**src/rtl/legv8_mc_control.sv**
```systemverilog
// Multicycle LEGv8 control FSM: sequences fetch/decode/execute/memory/write-back
// and drives datapath selects and strobes, stalling on the memory ready handshake.
module legv8_mc_control #(
  parameter int OPC_WIDTH = 11
) (
  input  logic                 clk,
  input  logic                 rst,
  input  logic [OPC_WIDTH-1:0] opcode,
  input  logic                 zero,
  input  logic                 mem_ready,
  output logic                 pc_write,
  output logic                 pc_write_cond,
  output logic                 branch_ne,
  output logic                 iord,
  output logic                 mem_read,
  output logic                 mem_write,
  output logic                 ir_write,
  output logic                 reg2loc,
  output logic                 reg_write,
  output logic                 mem_to_reg,
  output logic                 alu_src_a,
  output logic [1:0]           alu_src_b,
  output logic [1:0]           alu_op,
  output logic                 pc_source,
  output logic                 retire,
  output logic                 illegal,
  output logic [3:0]           state
);

  typedef enum logic [3:0] {
    S_IDLE     = 4'd0,
    S_FETCH    = 4'd1,
    S_DECODE   = 4'd2,
    S_EXEC_R   = 4'd3,
    S_EXEC_I   = 4'd4,
    S_ALU_WB   = 4'd5,
    S_MEM_ADDR = 4'd6,
    S_MEM_RD   = 4'd7,
    S_MEM_WB   = 4'd8,
    S_MEM_WR   = 4'd9,
    S_CBR      = 4'd10,
    S_BR       = 4'd11,
    S_HALT     = 4'd15
  } state_t;

  state_t r_state, w_next;
  logic   r_illegal;
  logic   w_is_r, w_is_i, w_is_ld, w_is_st, w_is_cb, w_is_b, w_is_ill;

  // The branch condition itself is resolved in the datapath from zero/branch_ne.
  logic w_zero_unused;
  assign w_zero_unused = zero;

  always_comb begin
    w_is_r  = 1'b0;
    w_is_i  = 1'b0;
    w_is_ld = 1'b0;
    w_is_st = 1'b0;
    w_is_cb = 1'b0;
    w_is_b  = 1'b0;
    if (opcode == 11'b10001011000 || opcode == 11'b11001011000 ||
        opcode == 11'b10001010000 || opcode == 11'b10101010000)
      w_is_r = 1'b1;
    else if (opcode[10:1] == 10'b1001000100 || opcode[10:1] == 10'b1101000100)
      w_is_i = 1'b1;
    else if (opcode == 11'b11111000010)
      w_is_ld = 1'b1;
    else if (opcode == 11'b11111000000)
      w_is_st = 1'b1;
    else if (opcode[10:4] == 7'b1011010)
      w_is_cb = 1'b1;
    else if (opcode[10:5] == 6'b000101)
      w_is_b = 1'b1;
  end

  assign w_is_ill = ~(w_is_r | w_is_i | w_is_ld | w_is_st | w_is_cb | w_is_b);
  assign reg2loc  = w_is_st | w_is_cb;
  assign illegal  = r_illegal;
  assign state    = r_state;

  always_ff @(posedge clk or posedge rst) begin
    if (rst) begin
      r_state   <= S_IDLE;
      r_illegal <= 1'b0;
    end else begin
      r_state <= w_next;
      if (r_state == S_DECODE && w_is_ill) r_illegal <= 1'b1;
    end
  end

  always_comb begin
    w_next        = r_state;
    pc_write      = 1'b0;
    pc_write_cond = 1'b0;
    branch_ne     = 1'b0;
    iord          = 1'b0;
    mem_read      = 1'b0;
    mem_write     = 1'b0;
    ir_write      = 1'b0;
    reg_write     = 1'b0;
    mem_to_reg    = 1'b0;
    alu_src_a     = 1'b0;
    alu_src_b     = 2'b00;
    alu_op        = 2'b00;
    pc_source     = 1'b0;
    retire        = 1'b0;
    case (r_state)
      S_IDLE: w_next = S_FETCH;
      S_FETCH: begin
        mem_read  = 1'b1;
        alu_src_b = 2'b01;
        if (mem_ready) begin
          ir_write = 1'b1;
          pc_write = 1'b1;
          w_next   = S_DECODE;
        end
      end
      S_DECODE: begin
        // Branch target is computed here speculatively into ALUOut.
        alu_src_b = 2'b11;
        if (w_is_r)                 w_next = S_EXEC_R;
        else if (w_is_i)            w_next = S_EXEC_I;
        else if (w_is_ld | w_is_st) w_next = S_MEM_ADDR;
        else if (w_is_cb)           w_next = S_CBR;
        else if (w_is_b)            w_next = S_BR;
        else                        w_next = S_HALT;
      end
      S_EXEC_R: begin
        alu_src_a = 1'b1;
        alu_op    = 2'b10;
        w_next    = S_ALU_WB;
      end
      S_EXEC_I: begin
        alu_src_a = 1'b1;
        alu_src_b = 2'b11;
        alu_op    = 2'b10;
        w_next    = S_ALU_WB;
      end
      S_ALU_WB: begin
        reg_write = 1'b1;
        retire    = 1'b1;
        w_next    = S_FETCH;
      end
      S_MEM_ADDR: begin
        alu_src_a = 1'b1;
        alu_src_b = 2'b11;
        w_next    = w_is_ld ? S_MEM_RD : S_MEM_WR;
      end
      S_MEM_RD: begin
        mem_read = 1'b1;
        iord     = 1'b1;
        if (mem_ready) w_next = S_MEM_WB;
      end
      S_MEM_WB: begin
        reg_write  = 1'b1;
        mem_to_reg = 1'b1;
        retire     = 1'b1;
        w_next     = S_FETCH;
      end
      S_MEM_WR: begin
        mem_write = 1'b1;
        iord      = 1'b1;
        if (mem_ready) begin
          retire = 1'b1;
          w_next = S_FETCH;
        end
      end
      S_CBR: begin
        alu_src_a     = 1'b1;
        alu_op        = 2'b01;
        pc_write_cond = 1'b1;
        pc_source     = 1'b1;
        branch_ne     = opcode[3];
        retire        = 1'b1;
        w_next        = S_FETCH;
      end
      S_BR: begin
        pc_write  = 1'b1;
        pc_source = 1'b1;
        retire    = 1'b1;
        w_next    = S_FETCH;
      end
      S_HALT:  w_next = S_HALT;
      default: w_next = S_IDLE;
    endcase
  end

endmodule

```
**config.mk**
```make
export PLATFORM = sky130hd
export DESIGN_NAME = legv8_mc_control
export DESIGN_NICKNAME = d
export VERILOG_FILES = /design/src/rtl/legv8_mc_control.sv
export SDC_FILE = /design/constraint.sdc
export NUM_CORES = 1
export LEC_CHECK = 0
export BUFFER_PORTS_ARGS = -buffer_cell sky130_fd_sc_hd__clkbuf_2
export CAP_MARGIN = 20
export CORE_ASPECT_RATIO = 1.25
export CORE_MARGIN = 2
export CORE_UTILIZATION = 37
export CTS_BUF_LIST = sky130_fd_sc_hd__clkbuf_16
export DETAILED_ROUTE_END_ITERATION = 10
export PLACE_DENSITY = 0.66
export SLEW_MARGIN = 0
export SYNTH_ARGS = -nofsm -noshare
export SYNTH_HDL_FRONTEND = slang
export SYNTH_SLANG_ARGS = --single-unit
```
**constraint.sdc**
```tcl
create_clock -name clk -period 1.4 [get_ports clk]
set_input_delay 0.21 -clock clk [delete_from_list [all_inputs] [get_ports clk]]
set_output_delay 0.21 -clock clk [all_outputs]
set_load 0.005 [all_outputs]
```
==> results of run 1 <==
-- worst max path at each step --
stage                     startpoint   endpoint  slack (ps)  cells after the start
after floorplan             state[2]   state[3]         -60                      5
after global placement      state[3]   state[3]         -50                      4
after detailed placement    state[3]    illegal         -70                      4
after CTS                   state[2]  reg_write        -270                      4
after global routing        state[1]  alu_src_a        -280                      5
final                       state[0]  reg_write        -230                      5
-- layout make-up --
type	instances	area, um^2	share of cell area [%]
repair buffers	68	476.7	35.25
well taps	19	23.77	1.758
multi-input cells	82	630.6	46.62
inverters	4	15.01	1.110
flip-flops and latches	5	127.6	9.436
clock buffers	3	75.07	5.550
clock inverters	1	3.754	0.2775
-- metrics by stage --
stage          cells  total power, mW  hold WS, ps  area [um^2]
2_1_floorplan     98            1.008       -11.48        718.2
3_3_place_gp     168            1.593        87.76         1050
3_5_place_dp     168            1.624        108.0         1050
4_1_cts          178            2.417        324.7         1262
5_1_grt          182            2.763        370.8         1353
6_report         182            2.594        325.1         1353
-- registers in the layout, summed over array words and instances (netlist names) --
signal	cells
illegal	1
state	4
-- layout by cell type (no fill, tap or decap), types with 2 or more instances in the layout --
| cell | netlist | layout |
|---|---|---|
| a21oi_1 | 8 | 5 |
| a21oi_2 | 0 | 3 |
| and2_4 | 0 | 2 |
| buf_2 | 1 | 8 |
| buf_4 | 1 | 20 |
| buf_6 | 1 | 13 |
| clkbuf_16 | 0 | 3 |
| clkbuf_2 | 0 | 26 |
| dfrtp_1 | 5 | 3 |
| dfrtp_2 | 0 | 2 |
| inv_1 | 4 | 4 |
| mux2i_1 | 2 | 2 |
| nand2_1 | 9 | 8 |
| nand3_1 | 2 | 2 |
| nand3b_1 | 2 | 2 |
| nor2_1 | 10 | 9 |
| nor2b_1 | 5 | 4 |
| nor3_2 | 0 | 2 |
| nor4b_1 | 2 | 2 |
| o21ai_0 | 6 | 4 |
| o21ai_1 | 1 | 2 |
-- synth_stat cells, types with 4 or more instances --
cell type  number
nor2b_1         5
inv_1           4
nand2_1         9
a21oi_1         8
dfrtp_1         5
clkbuf_1        4
o21ai_0         6
nor2_1         10
nor3_1          4
-- power by group --
| group | total [mW] | internal [mW] | switching (mW) |
|---|---|---|---|
| Sequential | 0.285 | 0.204 | 0.0815 |
| Combinational | 1.83 | 0.975 | 0.859 |
| Clock | 0.474 | 0.371 | 0.103 |
| Total | 2.59 | 1.55 | 1.04 |
-- kinds of logic (layout without fill, tap and decap cells) --
logic type | after synthesis | in the layout | synth area share (%)
AOI/OAI and AO/OA | 26 | 26 | 24.43
xor gates and xnor gates | 1 | 1 | 1.230
buffers and inverters | 11 | 76 | 7.555
DFF | 5 | 5 | 17.57
muxes | 2 | 2 | 2.812
and+or+nand+nor | 53 | 53 | 46.40
-- critical path, cell delays in order, from the launching register on --
cell and delay [ps]:
dfrtp_1 410, buf_6 140, buf_6 110, or3_4 320, a21oi_2 110, buf_2 110
-- per-layer routing --
layer	up-vias	part of all wire (%)
li1	488	-
met1	454	37
met2	35	57
met3	4	5.1
met4	0	0.80
met5	-	0
-- what timing repair did --
action / in CTS / in global routing
setup buffers: 4 / 4
pin swaps: 3 / 13
cloned: 1 / 0
setup endpoints to repair: 21 / 22
endpoints found under the hold margin: 5 / 0
hold buffers: 1 / 0
gates resized for setup: 24 / 22
==> run_results.csv, run 1 <==
group,metric,value,unit
floorplanning,die_h,53.05,um
worst_setup_path,r2r_end,"state[3]",
placed_design,place_hpwl,1691,um
sta,min_period,1633,ps
worst_hold_path,worstHoldEndpoint,"state[2]",
sta,final.setup.tns,-2243,ps
power_and_ir_drop,vdd_drop_max,0.0009115,V
yosys,netlist.area_leader.share,17.57,%
worst_setup_path,critPathKind,"reg2out",
worst_hold_path,min_path_cells,4,
worst_setup_path,crit_path_end_kind,"output port",
flow_run,drv_cap,0,
floorplanning,initial_core_util,39.85,%
yosys,synthTopCellsByArea,"dfrtp_1 (18%), a21oi_1 (5.6%), nor2_1 (5.3%), nand2_1 (4.7%), nor2b_1 (4.4%)",
power_and_ir_drop,p_leak,0.6693,nW
floorplanning,io_pins,37,
final_layout,layout-drive-gt1-share,58.90,%
global_route,grt.total_usage,23.75,%
final_layout,nFillCells,143,
worst_hold_path,hold_path_class,"in2reg",
clock_network,ctsRootBufferMaster,"clkbuf_16",
clock_network,clkLatencyLatePin,230,ps
detailed_routing,vias,981,
sta,tightestPinTransition,451.8,ps
yosys,synth_edf_count,0,
yosys,yosys.area.top_type,"dfrtp_1",
yosys,syn_inst,98,
sta,hold_violations,0,
detailed_routing,routed_wl,2506,um
sta,fmax,612.5,MHz
outcome,status,"finished with violations",
global_route,gr-max-usage-layer,"met2",
yosys,synthArstFlopShare,100.0,%
worst_setup_path,reg2reg_depth,4,
final_layout,utilization,75.70,%
global_route,grt_pass1_wl,4188,um
yosys,netlist_area,711.9,um^2
global_route,use_met1,25.67,%
power_and_ir_drop,p_per_area,1918,nW/um^2
detailed_routing,drc,0,
clock_network,clkTransAtPathRegs,40,ps
global_route,antenna_found_initial,0,
clock_network,clock_path_buffers,2,
sta,fin_crit_sh,116.6,%
worst_setup_path,rrSetupSlack,-170,ps
final_layout,fin_nets,179,
worst_setup_path,crit_arrival,1420,ps
yosys,synth-seq-cells,5,
outcome,failed_checks,"setup timing",
worst_setup_path,cp.required,1190,ps
sta,setup_viol,19,
sta,worst_slack,-232.7,ps
sta,drv_slew,0,
yosys,yosys_warnings,0,
global_route,grt_start_max_net_pins,14,
clock_network,htreeDepth,1,
clock_network,cts.sinks,5,
detailed_routing,first_iter_violations,25,
yosys,yosysSeqAreaShare,17.57,%
final_layout,antennaDiodeCount,0,
yosys,ys_dominant_reg_cell,"dfrtp_1",
floorplanning,rows,17,
detailed_routing,wire_per_inst,13.77,um
sta,relSlewSlack,69.47,%
global_route,groute.layer.met3.usage,2.389,%
global_route,grt_use_met2,46.52,%
worst_hold_path,hp-start,"opcode[7]",
yosys,synth.distinct_cells,43,
detailed_routing,postRouteAntennaNets,0,
sta,worst_clock_skew,1.162,ps
final_layout,area_growth,89.98,%
yosys,syn-num-nets,113,
global_route,overflow,0,
worst_setup_path,path_max_fanout,3,
detailed_routing,drt_pass1_iterations,4,
worst_setup_path,cp-start-kind,"flip-flop",
global_route,grt_pass1_vias,958,
floorplanning,core,1787,um^2
placed_design,portBuffers,35,
yosys,synth_area_per_cell,7.265,um^2
placed_design,place_congestion,0.8130,
worst_setup_path,r2r_start,"state[2]",
floorplanning,die_x,43.24,um
detailed_routing,routed_via_density,5.390,
placed_design,dpl_worst_slack,-70.00,ps
floorplanning,die_area,2293,um^2
sta,rsz0062_at_grt,"true",
clock_network,cts_made_buffers,3,
clock_network,cts_tree,"yes",
(Power assumes the default switching activity.)
==> run 2: changes to the inputs <==
--- a/config.mk
+++ b/config.mk
@@ -17,3 +17,4 @@
 export SYNTH_ARGS = -nofsm -noshare
 export SYNTH_HDL_FRONTEND = slang
 export SYNTH_SLANG_ARGS = --single-unit
+export TNS_END_PERCENT = 10
==> run 2 against run 1 <==
The flow still finishes with violations (setup timing). Fmax is 3.7% lower. Die area stayed put. Clock power is 3% lower. Non-clock buffer count increased by 2. Final area decreased by 0.74%. Flip-flop and latch count did not move. Register-to-register slack worse by 30 ps. Cell count grew 1.1%. Largest cell class unchanged.
==> run_results.csv, run 2 (synthesis results as in run 1) <==
group,metric,value,unit
sta,setup_viol,20,
sta,drv_slew,0,
sta,worst_slack,-294.6,ps
worst_hold_path,hp-start,"opcode[7]",
final_layout,area_growth,88.58,%
power_and_ir_drop,seq_power_share,10.3,%
worst_hold_path,hold_path_class,"in2reg",
floorplanning,core,1787,um^2
worst_setup_path,crit_path_end_kind,"output port",
placed_design,place_congestion,0.8207,
detailed_routing,routed_wl,2619,um
sta,min_period,1695,ps
worst_setup_path,crit_buf_inv,2,
floorplanning,rows,17,
final_layout,stdcell_count,184,
clock_network,clkLatencyLatePin,220,ps
detailed_routing,drt_pass1_iterations,4,
worst_setup_path,cp-start-kind,"flip-flop",
clock_network,ctsRootBufferMaster,"clkbuf_16",
final_layout,final_common_cell,"clkbuf_2",
placed_design,place_hpwl,1764,um
worst_setup_path,crit_arrival,1480,ps
sta,fmax,590.1,MHz
power_and_ir_drop,p_leak,0.6672,nW
clock_network,cts_tree,"yes",
global_route,grt_pass1_vias,969,
detailed_routing,dr_wl_met3,118,um
detailed_routing,top_layer,"met4",
floorplanning,die_area,2293,um^2
final_layout,layout-drive-gt1-share,58.18,%
detailed_routing,first_iter_violations,25,
detailed_routing,wire_per_inst,14.23,um
worst_setup_path,cp.required,1190,ps
power_and_ir_drop,pwr-share-comb,71.9,%
outcome,status,"finished with violations",
placed_design,place_inst,172,
detailed_routing,routed_via_density,5.380,
power_and_ir_drop,switchingPower,1.046,mW
outcome,failed_checks,"setup timing",
power_and_ir_drop,p_per_area,1923,nW/um^2
worst_setup_path,max_stage_delay,390,ps
power_and_ir_drop,switching_share,40.51,%
flow_run,drv_cap,0,
detailed_routing,vias,990,
global_route,antenna_found_initial,0,
worst_setup_path,critPathKind,"reg2out",
power_and_ir_drop,vdd_drop_max,0.0007874,V
clock_network,clock_path_buffers,2,
placed_design,place_area,1080,um^2
detailed_routing,wl_met2,1470,um
worst_setup_path,crit_family,"simple AND/OR/NAND/NOR gates",
worst_setup_path,path_max_fanout,5,
floorplanning,die_x,43.24,um
power_and_ir_drop,power.share.clock,17.8,%
clock_network,htreeDepth,1,
placed_design,portBuffers,35,
final_layout,largest_reg_flops,4,
worst_setup_path,r2r_start,"state[0]",
sta,hold_slack,336.7,ps
final_layout,fin_nets,181,
global_route,grt_start_max_net_pins,11,
detailed_routing,wl_met1,982,um
clock_network,clkTransAtPathRegs,30,ps
final_layout,antennaDiodeCount,0,
detailed_routing,drc,0,
detailed_routing,postRouteAntennaNets,0,
worst_setup_path,slowest_stage,"dfrtp_1",
clock_network,cts.sinks,5,
global_route,grt.total_usage,22.03,%
floorplanning,initial_core_util,39.85,%
worst_setup_path,path_cells,"buf_4 > nor4bb_2 > or3_1 > clkbuf_2",
power_and_ir_drop,power,2.581,mW
sta,relSlewSlack,72.36,%
sta,hold_violations,0,
worst_setup_path,crit_start,"state[3]",
floorplanning,die_h,53.05,um
floorplanning,io_pins,37,
sta,tightestPinTransition,411.0,ps
sta,worst_clock_skew,0.6229,ps
sta,final.setup.tns,-2676,ps
power_and_ir_drop,p_int,1.536,mW
placed_design,dpl_worst_slack,-52.17,ps
final_layout,utilization,75.14,%
final_layout,mostFrequentLayoutCells,"clkbuf_2 (28), buf_4 (25), buf_6 (9), nand2_1 (8)",
clock_network,cts_made_buffers,3,
global_route,overflow,0,
sta,fin_crit_sh,121.0,%
sta,rsz0062_at_grt,"true",
global_route,grt_pass1_wl,3919,um
final_layout,fin_area,1343,um^2
==> run 2: cell count changes in the layout (fill, tap and decap cells not counted), moves of 2 or more <==
cell,delta
buf_4,+5
buf_6,-4
clkbuf_2,+2
nor2_1,-2
nor2_2,+2
==> run 2: power groups by stage <==
stage                     clock network (mW)  logic [mW]  registers [mW]
after floorplan                            0       0.745           0.259
after global placement                     0        1.38           0.244
after detailed placement                   0        1.40           0.247
after CTS                              0.460        1.64           0.259
after global routing                   0.483        2.00           0.273
final                                  0.460        1.85           0.266
==> run 2: path summary, 6_finish.rpt <==
path                             end  slack [ps]  cells after the start
max in group asynchronous   state[2]         790                      3
min in group asynchronous    illegal         420                      3
min reg2reg                  illegal         480                      1
min                         state[2]         340                      4
max reg2reg                 state[3]        -200                      5
max                        alu_src_a        -290                      4
==> run 2: repair_timing <==
item	4_1_cts	5_1_grt
setup endpoints to repair	20	22
gates cloned	0	0
hold endpoints to repair	5	0
buffers inserted	6	1
pin swaps	3	6
hold buffers	1	0
resized for setup	16	21
==> run 2: metal layers <==
layer	up-vias	GRT usage [%]
met3	6	1.365
met5	-	0
met4	0	7.576
met1	455	23.14
li1	487	-
met2	42	44.78
==> run 2: worst min-delay path, cell delays in order <==
cell,delay (ps)
clkbuf_2,100
nand2_1,80
o21ai_2,60
nand3b_1,70
==> run 2: layout make-up <==
type                            count  area (um^2)
Multi-Input combinational cell     82        624.3
Sequential cell                     5        126.4
Timing Repair Buffer               70        474.2
Clock buffer                        3        75.07
Inverter                            4        15.01
Tap cell                           19        23.77
Fill cell                         133        444.2
Clock inverter                      1        3.754
